$ cat config.mk
export PLATFORM = sky130hd
export DESIGN_NAME = wb_prefetch_buffer
export DESIGN_NICKNAME = d
export VERILOG_FILES = /design/src/rtl/wb_prefetch_pkg.sv /design/src/rtl/wb_prefetch_buffer_fifo.sv /design/src/rtl/wb_prefetch_buffer.sv
export SDC_FILE = /design/constraint.sdc
export NUM_CORES = 1
export LEC_CHECK = 0
export BUFFER_PORTS_ARGS = -buffer_cell sky130_fd_sc_hd__buf_2
export CORE_MARGIN = 1
export CORE_UTILIZATION = 45
export DETAILED_ROUTE_END_ITERATION = 6
export PLACE_DENSITY_LB_ADDON = 0.12
export SETUP_SLACK_MARGIN = 0.5
export SLEW_MARGIN = 25
export SYNTH_ARGS = -nofsm -noshare
export SYNTH_HDL_FRONTEND = slang
export SYNTH_SLANG_ARGS = --single-unit
$ cat constraint.sdc
create_clock -name wb_clk_i -period 3.8 [get_ports wb_clk_i]
set_input_delay 0.19 -clock wb_clk_i [delete_from_list [all_inputs] [get_ports wb_clk_i]]
set_output_delay 0.19 -clock wb_clk_i [all_outputs]
set_load 0.05 [all_outputs]
$ cat src/rtl/wb_prefetch_pkg.sv
// Shared types for the instruction prefetch buffer.
// Provides the FSM state enum, FIFO entry layout and word alignment.
package wb_prefetch_pkg;

    typedef enum logic [1:0] {
        FETCH = 2'd0,
        FLUSH = 2'd1,
        HALT  = 2'd2
    } state_t;

    typedef struct packed {
        logic        err;
        logic [31:0] pc;
        logic [31:0] data;
    } entry_t;

    localparam logic [31:0] WORD_MASK = 32'hFFFF_FFFC;

    function automatic logic [31:0] word_align(input logic [31:0] a);
        return a & WORD_MASK;
    endfunction

endpackage

$ cat src/rtl/wb_prefetch_buffer_fifo.sv
// Synchronous FIFO of fetched entries with clear and occupancy count.
// Ports: clk/rst_n, clear, push+push_entry, pop, head (registered), count.
module prefetch_fifo
    import wb_prefetch_pkg::*;
#(
    parameter int unsigned DEPTH = 4
) (
    input  logic                     clk,
    input  logic                     rst_n,
    input  logic                     clear,
    input  logic                     push,
    input  entry_t                   push_entry,
    input  logic                     pop,
    output entry_t                   head,
    output logic [$clog2(DEPTH):0]   count
);

    localparam int unsigned AW = $clog2(DEPTH);
    localparam int unsigned CW = AW + 1;

    entry_t         mem [DEPTH];
    logic [AW-1:0]  wr_ptr;
    logic [AW-1:0]  rd_ptr;

    always_ff @(posedge clk or negedge rst_n) begin
        if (!rst_n) begin
            for (int i = 0; i < DEPTH; i++) begin
                mem[i] <= '0;
            end
            wr_ptr <= '0;
            rd_ptr <= '0;
            count  <= '0;
        end else if (clear) begin
            wr_ptr <= '0;
            rd_ptr <= '0;
            count  <= '0;
        end else begin
            if (push) begin
                mem[wr_ptr] <= push_entry;
                wr_ptr      <= wr_ptr + 1'b1;
            end
            if (pop) begin
                rd_ptr <= rd_ptr + 1'b1;
            end
            count <= count + CW'(push) - CW'(pop);
        end
    end

    assign head = mem[rd_ptr];

endmodule

$ cat src/rtl/wb_prefetch_buffer.sv
// Pipelined Wishbone instruction prefetcher feeding a valid/ready FIFO.
// Ports: wb_clk_i/wb_rst_n_i, redirect, instr_* to core, wb_* master.
module wb_prefetch_buffer
    import wb_prefetch_pkg::*;
#(
    parameter int unsigned DEPTH    = 4,
    parameter logic [31:0] RESET_PC = 32'h0000_0000
) (
    input  logic        wb_clk_i,
    input  logic        wb_rst_n_i,
    input  logic        redirect_i,
    input  logic [31:0] redirect_pc_i,
    output logic        instr_valid_o,
    output logic [31:0] instr_o,
    output logic [31:0] instr_pc_o,
    output logic        instr_err_o,
    input  logic        instr_ready_i,
    output logic        wb_cyc_o,
    output logic        wb_stb_o,
    output logic        wb_we_o,
    output logic [31:0] wb_adr_o,
    output logic [3:0]  wb_sel_o,
    input  logic [31:0] wb_dat_i,
    input  logic        wb_ack_i,
    input  logic        wb_err_i,
    input  logic        wb_stall_i
);

    localparam int unsigned CW = $clog2(DEPTH) + 1;
    localparam logic [CW:0] LIMIT = (CW+1)'(DEPTH);

    state_t         state_q;
    state_t         state_n;
    logic [31:0]    fetch_pc_q;
    logic [31:0]    fetch_pc_n;
    logic [31:0]    rsp_pc_q;
    logic [31:0]    rsp_pc_n;
    logic [CW-1:0]  out_q;
    logic [CW-1:0]  out_n;
    logic [CW-1:0]  disc_q;
    logic [CW-1:0]  disc_n;
    logic [CW-1:0]  cnt;
    logic [CW-1:0]  cnt_n;
    logic           stb_q;
    logic           stb_n;
    logic           req;
    logic           rsp;
    logic           push;
    logic           pop;
    entry_t         head;
    entry_t         push_entry;

    // Responses with nothing outstanding are protocol violations.
    assign req  = stb_q && !wb_stall_i;
    assign rsp  = (wb_ack_i || wb_err_i) && (out_q != '0);
    assign push = rsp && (disc_q == '0) && !redirect_i;
    assign pop  = instr_valid_o && instr_ready_i && !redirect_i;

    assign push_entry = '{err: wb_err_i, pc: rsp_pc_q, data: wb_dat_i};

    always_comb begin
        out_n      = out_q + CW'(req) - CW'(rsp);
        cnt_n      = cnt + CW'(push) - CW'(pop);
        state_n    = state_q;
        disc_n     = disc_q;
        fetch_pc_n = fetch_pc_q;
        rsp_pc_n   = rsp_pc_q;
        if (req) begin
            fetch_pc_n = fetch_pc_q + 32'd4;
        end
        if (push) begin
            rsp_pc_n = rsp_pc_q + 32'd4;
        end
        if (rsp && (disc_q != '0)) begin
            disc_n = disc_q - 1'b1;
        end
        unique case (state_q)
            FETCH: if (push && wb_err_i) state_n = HALT;
            FLUSH: if (disc_n == '0) state_n = FETCH;
            HALT:  state_n = HALT;
            default: state_n = FETCH;
        endcase
        // Everything in flight at redirect time is stale.
        if (redirect_i) begin
            cnt_n      = '0;
            fetch_pc_n = word_align(redirect_pc_i);
            rsp_pc_n   = word_align(redirect_pc_i);
            disc_n     = out_n;
            state_n    = (out_n != '0) ? FLUSH : FETCH;
        end
        // Credit covers FIFO slots plus in-flight requests, so a
        // stalled strobe always keeps its credit.
        stb_n = (state_n == FETCH) &&
                (({1'b0, cnt_n} + {1'b0, out_n}) < LIMIT);
    end

    always_ff @(posedge wb_clk_i or negedge wb_rst_n_i) begin
        if (!wb_rst_n_i) begin
            state_q    <= FETCH;
            fetch_pc_q <= word_align(RESET_PC);
            rsp_pc_q   <= word_align(RESET_PC);
            out_q      <= '0;
            disc_q     <= '0;
            stb_q      <= 1'b0;
        end else begin
            state_q    <= state_n;
            fetch_pc_q <= fetch_pc_n;
            rsp_pc_q   <= rsp_pc_n;
            out_q      <= out_n;
            disc_q     <= disc_n;
            stb_q      <= stb_n;
        end
    end

    prefetch_fifo #(
        .DEPTH (DEPTH)
    ) u_fifo (
        .clk        (wb_clk_i),
        .rst_n      (wb_rst_n_i),
        .clear      (redirect_i),
        .push       (push),
        .push_entry (push_entry),
        .pop        (pop),
        .head       (head),
        .count      (cnt)
    );

    assign instr_valid_o = (cnt != '0);
    assign instr_o       = head.data;
    assign instr_pc_o    = head.pc;
    assign instr_err_o   = head.err;

    assign wb_stb_o = stb_q;
    assign wb_cyc_o = stb_q || (out_q != '0);
    assign wb_we_o  = 1'b0;
    assign wb_adr_o = fetch_pc_q;
    assign wb_sel_o = 4'hF;

endmodule

==> impl_metrics.py, run 1 <==
metrics = {
    "status": {
        "status": "finished clean",
    },
    "min_path": {
        "min_path_type": "in2reg",
    },
    "worst_setup_path": {
        "crit_arrival_ns": 3.45,
        "worstSetupPathType": "reg2reg",
        "cp_max_fo": 3,
        "cp_common_cell": "ha_1",
        "endpoint_kind": "register",
        "slowest_delay_ns": 0.41,
        "path_cells": "or3_4 -> nand2_2 -> nor2_1 -> ha_1 -> inv_1 -> ha_1 -> inv_1 -> fa_1 -> xor2_1 -> xnor2_1 -> nor2_1 -> ha_1 -> nor3_2 -> nand2_1 -> nor4bb_1",
        "critPathRequiredTime_ns": 4.22,
        "cp_top_family": "adder cells",
        "critPathBufInv": 2,
        "crit_path_top_delay_cell": "dfrtp_1",
        "worstSetupStartpointType": "register",
    },
    "sta": {
        "hold_viol_final": 0,
        "setup_violations": 0,
        "max_freq_mhz": 330,
        "grt_setup_unrepaired": "false",
        "fin_setup_tns_ns": 0,
        "maxSlewViolCount": 0,
        "clock_skew_ns": 0.0169,
        "fin_crit_ns": 3.03,
        "tightest_slew_ns": 0.816,
        "relSlewSlack": 0.454,
        "fin_crit_sh": 0.797,
    },
    "finish": {
        "final_cells": 1748,
        "final_nets": 1359,
        "n_fill_cell": 2835,
        "finalInstanceArea_sq_um": 18300,
        "area_growth_pct": 19.5,
        "drive_gt1_frac": 0.468,
    },
    "grt": {
        "grt_pass1_wl_um": 55900,
        "grt-ovfl-total": 0,
        "grt_max_degree": 89,
        "grt_pass1_vias": 9889,
        "antenna_found_initial": 1,
        "grtUsageTotal": 0.202,
    },
    "yosys": {
        "ys_ff_latch": 328,
        "syn_area_sq_um": 15300,
        "synthMostInstantiatedCell": "dfrtp_1",
        "synthTopCellsByCount": "328 x dfrtp_1, 277 x mux2_2, 63 x mux4_2",
        "synth_area_per_cell_sq_um": 14.5,
        "synthCells": 1055,
        "seq_area_frac_synth": 0.536,
        "yosysWarnings": 0,
        "ys_async_sr_fraction": 1.00,
        "synthFlopType": "dfrtp_1",
        "synth_cell_types": 55,
        "synth_top_area_frac": 0.536,
        "synth_edf_count": 0,
        "synth_area_leader_cell": "dfrtp_1",
        "yosys-top-cells-area": "dfrtp_1 54%, mux2_2 20%, mux4_2 9.3%",
    },
    "cts": {
        "path_clk_slew_ns": 0.06,
        "clk_latency_ns": 0.53,
        "cts_tree": "done",
        "cts_max_path_buffers": 3,
        "htreeDepth": 2,
        "clkSinkCount": 328,
        "cts_buffers": 38,
        "root_buffer": "clkbuf_16",
    },
    "placement": {
        "dp_cells": 1626,
        "io_buffers": 164,
        "place.gp.congestion": 0.788,
        "place_hpwl_um": 21900,
        "place_area_sq_um": 16600,
    },
    "route": {
        "drtPass1Iterations": 4,
        "via_count": 9309,
        "routed_via_density": 5.33,
        "postRouteAntennaNets": 0,
        "wl_per_cell_um": 19.4,
        "drcViolationCount": 0,
        "drt_iter0_drc": 393,
        "wl_um": 33900,
    },
    "die": {
        "core_sq_um": 33500,
        "dieArea_sq_um": 34800,
        "start_util": 0.457,
        "io_pins": 176,
        "die_w_um": 187,
        "placementRows": 67,
        "die_h_um": 187,
    },
    "power": {
        "leakage_nw": 8.36,
        "power_density_nw_per_um2": 754,
        "ir_drop_mv": 0.426,
    },
    "flow_run": {
        "drv_cap": 0,
    },
}
final timing paths:
path,start,endpoint,slack (ns),depth (start not counted)
setup / recovery,u_fifo.count[1],wb_stb_o,0.77,15
hold / removal,instr_ready_i,u_fifo.rd_ptr[0],0.02,4
setup reg to reg,u_fifo.count[1],wb_stb_o,0.77,15
hold reg to reg,state_q[0],state_q[1],0.48,1
max in group asynchronous,wb_rst_n_i,u_fifo.mem[188],2.61,3
min in group asynchronous,wb_rst_n_i,u_fifo.mem[203],0.26,2
layout by cell type, fill, tap and decap left out, types with 14 or more instances in the layout:
cell           instances
dlygate4sd3_1         52
ha_1                  14
nor2_1                26
nand2b_1              14
clkbuf_16             38
inv_1                 21
a21boi_0              20
xnor2_1               36
nand3_1               17
nand2_1               27
mux2_2               277
mux4_2                63
dfrtp_1              326
nor3_1                19
buf_2                163
xor2_1                23
buf_4                 18
per-stage QoR:
stage / worst slack, ns / utilization / hold WS (ns) / power [W]
global route: 0.503 / 0.546 / 0.0250 / 0.0145
CTS: 0.541 / 0.545 / 0.0234 / 0.0139
detailed placement: 0.430 / 0.494 / 0.244 / 0.0104
global placement: 0.526 / 0.494 / 0.252 / 0.0104
finish: 0.770 / 0.546 / 0.0205 / 0.0138
floorplan: 0.509 / - / -0.106 / 0.00914
layer usage:
metal  vias up  part of all wire  GRT usage
met2       205              0.46      0.317
met4         0             0.017     0.0457
met5         -                 0          0
li1       4245                 -          -
met3        48             0.048     0.0339
met1      4811              0.47      0.294
cell families after synthesis:
| family | count (synthesis) | share of synthesized area |
|---|---|---|
| muxes | 344 | 0.299 |
| DFF | 328 | 0.536 |
| and+or+nand+nor | 160 | 0.0598 |
| buffers and inverters | 92 | 0.0327 |
| xor gates and xnor gates | 60 | 0.0343 |
| AOI/OAI and AO/OA | 53 | 0.0244 |
| adders and majority gates | 16 | 0.0140 |
| other | 2 | 0.000490 |
area by class of cell:
type / instances / area [sq um] / area share
Multi-Input combinational cell: 642 / 6690 / 0.365
Sequential cell: 328 / 8210 / 0.448
Timing Repair Buffer: 240 / 1610 / 0.0877
Clock inverter: 14 / 103 / 0.00560
Tap cell: 448 / 561 / 0.0306
Inverter: 22 / 82.6 / 0.00451
Antenna cell: 1 / 2.50 / 0.000137
Clock buffer: 53 / 1060 / 0.0577
worst reg2reg max path: stages, from the launching register on:
cell and delay (ns):
dfrtp_1 0.41, or3_4 0.41, nand2_2 0.09, nor2_1 0.04, ha_1 0.27, inv_1 0.06
ha_1 0.13, inv_1 0.05, fa_1 0.37, xor2_1 0.16, xnor2_1 0.16, nor2_1 0.07
ha_1 0.30, nor3_2 0.10, nand2_1 0.06, nor4bb_1 0.24
flip-flops by register name (all words and copies together), names as in the netlist:
register and cells:
u_fifo.count 3, u_fifo.wr_ptr 2, rsp_pc_q 30, wb_stb_o 1, u_fifo.rd_ptr 2, disc_q 3
u_fifo.mem 252, state_q 2, out_q 3, wb_adr_o 30
timing repair:
item / 4_1_cts / 5_1_grt
hold endpoints to repair: 252 / 0
setup buffers: 0 / 2
gates resized for setup: 1 / 5
endpoints found under the setup margin: 1 / 1
hold buffers: 52 / 0
pin swaps: 0 / 4
where the power goes:
group | switching [W] | internal [W] | total [W]
Clock | 0.00143 | 0.00196 | 0.00339
Combinational | 0.00335 | 0.00212 | 0.00547
Sequential | 0.000607 | 0.00434 | 0.00494
Total | 0.00539 | 0.00841 | 0.0138
Power figures use the tool's default switching activity.
==> run 2: changes to the inputs <==
--- a/config.mk
+++ b/config.mk
@@ -5,6 +5,7 @@
 export SDC_FILE = /design/constraint.sdc
 export NUM_CORES = 1
 export LEC_CHECK = 0
+export ABC_AREA = 1
 export BUFFER_PORTS_ARGS = -buffer_cell sky130_fd_sc_hd__buf_2
 export CORE_MARGIN = 1
 export CORE_UTILIZATION = 45
==> constraint.sdc (replaced) <==
create_clock -name wb_clk_i -period 2.7 [get_ports wb_clk_i]
set_input_delay 0.135 -clock wb_clk_i [delete_from_list [all_inputs] [get_ports wb_clk_i]]
set_output_delay 0.135 -clock wb_clk_i [all_outputs]
set_load 0.05 [all_outputs]
==> run 2 against run 1 <==
The flow now finishes with violations (DRC, setup timing). Count of clock-buffer cells in the layout grew 1. Die area is 3.8% higher. Sequential share of layout area is 3.8 points lower. Combinational power up 94%. Core utilization increased by 3.1 points. Sequential power grew 39%. Hold slack worse by 0.012 ns. Wire length rose by 41%. Highest routed layer unchanged. Final area grew 9.3%. Critical path type unchanged. Cell count rose by 56%. Critical path depth unchanged. Via count rose by 56%.
==> impl_metrics.py, run 2 <==
metrics = {
    "die": {
        "start_util": 0.459,
        "core_sq_um": 34700,
        "placementRows": 68,
        "die_w_um": 190,
        "dieArea_sq_um": 36100,
        "die_h_um": 190,
        "io_pins": 176,
    },
    "yosys": {
        "ys_async_sr_fraction": 1.00,
        "synth_area_per_cell_sq_um": 7.95,
        "seq_area_frac_synth": 0.516,
        "synth_cell_types": 36,
        "synth_edf_count": 0,
        "synth_adder_area_share": 0.0135,
        "synthFlopType": "dfrtp_1",
        "synth_area_leader_cell": "dfrtp_1",
        "yosys-top-cells-area": "dfrtp_1 52%, nand2_1 12%, o21ai_0 7.6%",
        "synth_compound_area_frac": 0.173,
        "synth-simple-area-share": 0.217,
        "synthMostInstantiatedCell": "nand2_1",
        "synth_xor_area_frac": 0.0110,
        "synthCells": 2002,
        "synth_top_area_frac": 0.516,
        "ys_ff_latch": 328,
        "syn_area_sq_um": 15900,
        "yosysWarnings": 0,
        "synth_top_family_by_area": "simple AND/OR/NAND/NOR gates",
        "synthTopCellsByCount": "521 x nand2_1, 328 x dfrtp_1, 242 x o21ai_0",
        "synth_mux_area_frac": 0,
    },
    "cts": {
        "htreeDepth": 2,
        "clkSinkCount": 328,
        "clk_latency_ns": 0.53,
        "cts_tree": "done",
        "path_clk_slew_ns": 0.06,
        "cts_buffers": 38,
        "cts_max_path_buffers": 3,
        "root_buffer": "clkbuf_16",
    },
    "worst_setup_path": {
        "slowest_delay_ns": 0.41,
        "crit_path_top_delay_cell": "dfrtp_1",
        "cp_max_fo": 2,
        "critPathRequiredTime_ns": 3.15,
        "path_cells": "nor2_4 -> nand2_4 -> nand2_4 -> inv_4 -> ha_4 -> inv_2 -> ha_4 -> fa_2 -> xnor2_2 -> xor2_2 -> ha_1 -> or3_1 -> a31oi_1 -> nand2_1 -> nor2_2",
        "worstSetupStartpointType": "register",
        "crit-reg2reg-launch": "out_q[0]",
        "crit_start": "out_q[0]",
        "crit_arrival_ns": 3.29,
        "worstSetupPathType": "reg2reg",
        "endpoint_kind": "register",
    },
    "route": {
        "postRouteAntennaNets": 0,
        "drt_iter0_drc": 1026,
        "wl_per_cell_um": 17.6,
        "wl_um": 47800,
        "drtPass1Iterations": 7,
        "routed_via_density": 5.35,
        "drcViolationCount": 2,
        "via_count": 14558,
    },
    "finish": {
        "antenna_cells": 0,
        "largest_reg_flops": 252,
        "drive_gt1_frac": 0.154,
        "n_fill_cell": 3204,
        "area_growth_pct": 25.8,
        "final_cells": 2719,
        "final_nets": 2321,
        "layout_common_cells": "517 x nand2_1, 325 x dfrtp_1, 238 x o21ai_0",
        "layout_commonest_cell": "nand2_1",
        "regMostFlops": "u_fifo.mem",
    },
    "grt": {
        "grt-ovfl-total": 0,
        "grtUsageTotal": 0.264,
        "grt_max_degree": 91,
        "antenna_found_initial": 0,
        "grt_pass1_wl_um": 75500,
        "grt_pass1_vias": 14128,
    },
    "power": {
        "leakage_nw": 9.68,
        "ir_drop_mv": 0.917,
        "power_density_nw_per_um2": 1150,
    },
    "placement": {
        "place_hpwl_um": 28900,
        "dp_cells": 2566,
        "place.gp.congestion": 0.973,
        "io_buffers": 164,
        "pre_cts_ws_ns": -0.281,
    },
    "status": {
        "status": "complete, but fails checks",
        "violations": "DRC, setup timing",
    },
    "sta": {
        "fin_crit_sh": 1.05,
        "setup_violations": 1,
        "clock_skew_ns": 0.0155,
        "fin_crit_ns": 2.84,
        "tightest_slew_ns": 0.689,
        "fin_setup_tns_ns": -0.143,
        "maxSlewViolCount": 0,
        "max_freq_mhz": 352,
        "relSlewSlack": 0.540,
        "grt_setup_unrepaired": "true",
        "setup_ws_ns": -0.143,
        "hold_viol_final": 0,
    },
    "min_path": {
        "min_path_type": "in2reg",
        "hp-start": "instr_ready_i",
    },
    "flow_run": {
        "drv_cap": 0,
    },
}
run 2: cell types whose count changed after synthesis, moves of 20 or more:
| cell | before | now |
|---|---|---|
| o21ai_1 | 0 | 172 |
| a21boi_0 | 20 | 0 |
| o21ai_0 | 5 | 242 |
| nand2_1 | 28 | 521 |
| xnor2_1 | 37 | 2 |
| inv_1 | 21 | 132 |
| nand3_1 | 17 | 67 |
| o22ai_1 | 0 | 63 |
| clkbuf_1 | 19 | 58 |
| nor2_1 | 26 | 236 |
| mux4_2 | 63 | 0 |
| mux2_2 | 277 | 0 |
run 2: what timing repair did:
action,CTS,global route
pin swaps,9,13
hold endpoints to repair,256,0
hold buffers,64,0
setup endpoints to repair,66,165
gates cloned,6,3
buffers inserted,4,6
gates resized for setup,62,34
run 2: per-stage QoR:
step | instance area [sq um] | util | hold WS [ns] | total power [W]
finish | 20000 | 0.577 | 0.00814 | 0.0230
global route | 20000 | 0.577 | 0.0200 | 0.0243
global placement | 17400 | 0.502 | 0.172 | 0.0160
floorplan | 16000 | - | -0.161 | 0.0135
CTS | 19800 | 0.569 | 0.0185 | 0.0226
detailed placement | 17400 | 0.502 | 0.177 | 0.0162
run 2: routing by layer:
layer  track usage  up-vias  share of wire
li1              -     7042              -
met1         0.367     6936           0.45
met2         0.428      482           0.46
met3        0.0297       98          0.053
met4        0.0872        0          0.030
met5             0        -              0
run 2: critical path: cells and delay by family, from the launching register on:
kind	cells	cell delay (ns)
xor+xnor	2	0.33
flops	1	0.41
fa+ha+maj	4	1.00
buf+inv	2	0.07
compound gates	1	0.16
simple gates	6	0.78
run 2: layout make-up:
type	instances	area, sq um	area share
Inverter	135	532	0.0266
Clock buffer	54	1090	0.0545
Clock inverter	16	263	0.0131
Timing Repair inverter	1	8.76	0.000437
Multi-Input combinational cell	1427	6780	0.338
Tap cell	455	569	0.0284
Timing Repair Buffer	303	2570	0.128
Sequential cell	328	8210	0.410
run 2: cells by family after synthesis:
group	after synthesis
compound gates	521
xor+xnor	20
fa+ha+maj	16
buf+inv	254
flops	328
other cells	2
simple gates	861
run 2: path summary, 6_finish.rpt:
check                      cells past startpoint                to  slack (ns)
hold reg to reg                                2   u_fifo.mem[176]        0.48
setup / recovery                              15          wb_stb_o       -0.14
min in group asynchronous                      2    u_fifo.mem[75]        0.17
hold / removal                                 4  u_fifo.rd_ptr[0]       0.008
max in group asynchronous                      3   u_fifo.mem[103]        1.63
setup reg to reg                              15          wb_stb_o       -0.14
run 2: where the power goes:
part	switching (W)	internal [W]	leakage (nW)
registers	0.000788	0.00609	4.33
clock network	0.00210	0.00342	0.661
logic	0.00709	0.00350	4.68
total	0.00998	0.0130	9.68
==> run 3: changes to the inputs <==
--- a/config.mk
+++ b/config.mk
@@ -5,7 +5,6 @@
 export SDC_FILE = /design/constraint.sdc
 export NUM_CORES = 1
 export LEC_CHECK = 0
-export ABC_AREA = 1
 export BUFFER_PORTS_ARGS = -buffer_cell sky130_fd_sc_hd__buf_2
 export CORE_MARGIN = 1
 export CORE_UTILIZATION = 45
==> run 3 against run 2 <==
The run ends with setup timing left. Non-clock buffer count is 9 lower. Die area is 3.7% lower. Sequential share of layout area is 0.82 points higher. Critical path type unchanged. Critical endpoint unchanged. Largest cell class unchanged. Highest routed layer unchanged.
==> impl_metrics.py, run 3 (synthesized netlist as in run 1, its figures left out) <==
metrics = {
    "status": {
        "status": "complete, but fails checks",
        "violations": "setup timing",
    },
    "sta": {
        "setup_ws_ns": -0.332,
        "fin_crit_ns": 3.03,
        "setup_violations": 2,
        "max_freq_mhz": 330,
        "tightest_slew_ns": 0.634,
        "hold_viol_final": 0,
        "fin_crit_sh": 1.12,
        "relSlewSlack": 0.576,
        "clock_skew_ns": 0.0230,
        "grt_setup_unrepaired": "true",
        "timing.hold.ws_ns": 0.0281,
        "maxSlewViolCount": 0,
    },
    "power": {
        "ir_drop_mv": 0.752,
        "power_density_nw_per_um2": 1110,
        "leakage_nw": 8.90,
    },
    "finish": {
        "multi_input_area_sq_um": 6800,
        "finalInstanceArea_sq_um": 19700,
        "final_util": 0.586,
        "layout_common_cells": "317 x dfrtp_1, 276 x mux2_2, 109 x buf_2",
        "antenna_cells": 0,
        "drive_gt1_frac": 0.506,
        "final_cells": 1800,
        "regMostFlops": "u_fifo.mem",
        "area_growth_pct": 28.3,
        "n_fill_cell": 2685,
        "final_nets": 1415,
        "regArea_sq_um": 8230,
        "largest_reg_flops": 252,
        "layout_commonest_cell": "dfrtp_1",
    },
    "die": {
        "die_h_um": 187,
        "die_w_um": 187,
        "placementRows": 67,
        "start_util": 0.457,
        "core_sq_um": 33500,
        "dieArea_sq_um": 34800,
        "io_pins": 176,
    },
    "route": {
        "drt_iter0_drc": 423,
        "wl_um": 37000,
        "postRouteAntennaNets": 0,
        "routed_via_density": 5.38,
        "drcViolationCount": 0,
        "via_count": 9686,
        "drtPass1Iterations": 5,
        "wl_per_cell_um": 20.6,
    },
    "worst_setup_path": {
        "cp_common_cell": "ha_1",
        "crit_arrival_ns": 3.43,
        "crit_path_top_delay_cell": "or3_4",
        "cp_max_fo": 2,
        "path_cells": "or3_4 -> nand2_2 -> nor2_1 -> ha_1 -> inv_1 -> ha_1 -> inv_1 -> fa_2 -> xor2_1 -> xnor2_1 -> nor2_1 -> ha_1 -> nor3_2 -> nand2_1 -> nor4bb_1",
        "worstSetupStartpointType": "register",
        "worstSetupPathType": "reg2reg",
        "critPathBufInv": 2,
        "slowest_delay_ns": 0.39,
        "endpoint_kind": "register",
        "critPathRequiredTime_ns": 3.10,
        "cp_top_family": "simple AND/OR/NAND/NOR gates",
    },
    "grt": {
        "use_met2": 0.339,
        "grt-ovfl-total": 0,
        "grt_max_degree": 78,
        "grtUsageTotal": 0.215,
        "use_met3": 0.0357,
        "grt_pass1_wl_um": 58900,
        "grt_pass1_vias": 10322,
        "use_met1": 0.312,
        "antenna_found_initial": 0,
        "busiest_layer": "met2",
    },
    "placement": {
        "dp_cells": 1651,
        "place.gp.congestion": 0.788,
        "io_buffers": 164,
        "place_area_sq_um": 16900,
        "place_hpwl_um": 22700,
    },
    "cts": {
        "cts_max_path_buffers": 3,
        "htreeDepth": 2,
        "cts_tree": "done",
        "clkSinkCount": 328,
        "path_clk_slew_ns": 0.06,
        "clk_latency_ns": 0.52,
        "cts_buffers": 38,
        "root_buffer": "clkbuf_16",
    },
    "min_path": {
        "min_path_type": "in2reg",
    },
    "flow_run": {
        "drv_cap": 0,
    },
}
[run 3: cell types whose count changed in the layout (fill, tap and decap cells not counted), sizes merged, moves of 12 or more]
cell,change
inv,-110
dlygate4sd3,-12
o22ai,-63
nand2,-503
xnor2,+35
mux2,+277
nor2,-212
mux4,+63
o21ai,-409
o211ai,-14
a21boi,+25
nand3,-49
nor3,+15
nand2b,+14
[run 3: layout make-up]
type,count,share of cell area
flip-flops and latches,328,0.418
clock inverters,8,0.00223
repair buffers,294,0.144
multi-input cells,644,0.346
well taps,448,0.0285
inverters,22,0.00433
clock buffers,56,0.0564
[run 3: stage by stage]
stage | setup WS, ns | total power (W) | TNS [ns]
floorplan | -0.286 | 0.0129 | -0.286
global placement | -0.224 | 0.0149 | -0.224
detailed placement | -0.325 | 0.0150 | -0.325
CTS | -0.363 | 0.0214 | -0.363
global route | -0.524 | 0.0229 | -0.711
finish | -0.332 | 0.0218 | -0.364
[run 3: metal layers]
layer / wire, um / vias to the layer above
met5: 0 / -
met4: 526 / 0
met3: 1740 / 41
met2: 17500 / 244
met1: 17200 / 5027
li1: - / 4374
[run 3: repair_timing]
item | in CTS | in global routing
hold endpoints to repair | 233 | 0
buffers inserted | 13 | 10
pin swaps | 10 | 7
gates cloned | 5 | 5
hold buffers | 52 | 0
resized for setup | 106 | 81
endpoints found under the setup margin | 126 | 216
[run 3: report_power, final]
group	internal, W	switching [W]	total (W)
Clock	0.00283	0.00194	0.00477
Sequential	0.00611	0.000737	0.00685
Combinational	0.00478	0.00543	0.0102
Total	0.0137	0.00811	0.0218
[run 3: worst register-to-register path, cell delays in order, from the launching register on]
cell	delay, ns
dfrtp_1	0.38
or3_4	0.39
nand2_2	0.07
nor2_1	0.04
ha_1	0.27
inv_1	0.06
ha_1	0.13
inv_1	0.05
fa_2	0.33
xor2_1	0.17
xnor2_1	0.15
nor2_1	0.08
ha_1	0.31
nor3_2	0.12
nand2_1	0.09
nor4bb_1	0.29
[run 3: path summary, 6_finish.rpt]
check	depth (start not counted)	end	start	slack [ns]
min in group asynchronous	2	u_fifo.mem[200]	wb_rst_n_i	0.19
setup / recovery	15	wb_stb_o	u_fifo.count[0]	-0.33
setup reg to reg	15	wb_stb_o	u_fifo.count[0]	-0.33
max in group asynchronous	3	u_fifo.mem[253]	wb_rst_n_i	1.63
hold reg to reg	1	state_q[1]	state_q[0]	0.46
hold / removal	3	wb_adr_o[19]	redirect_pc_i[19]	0.03
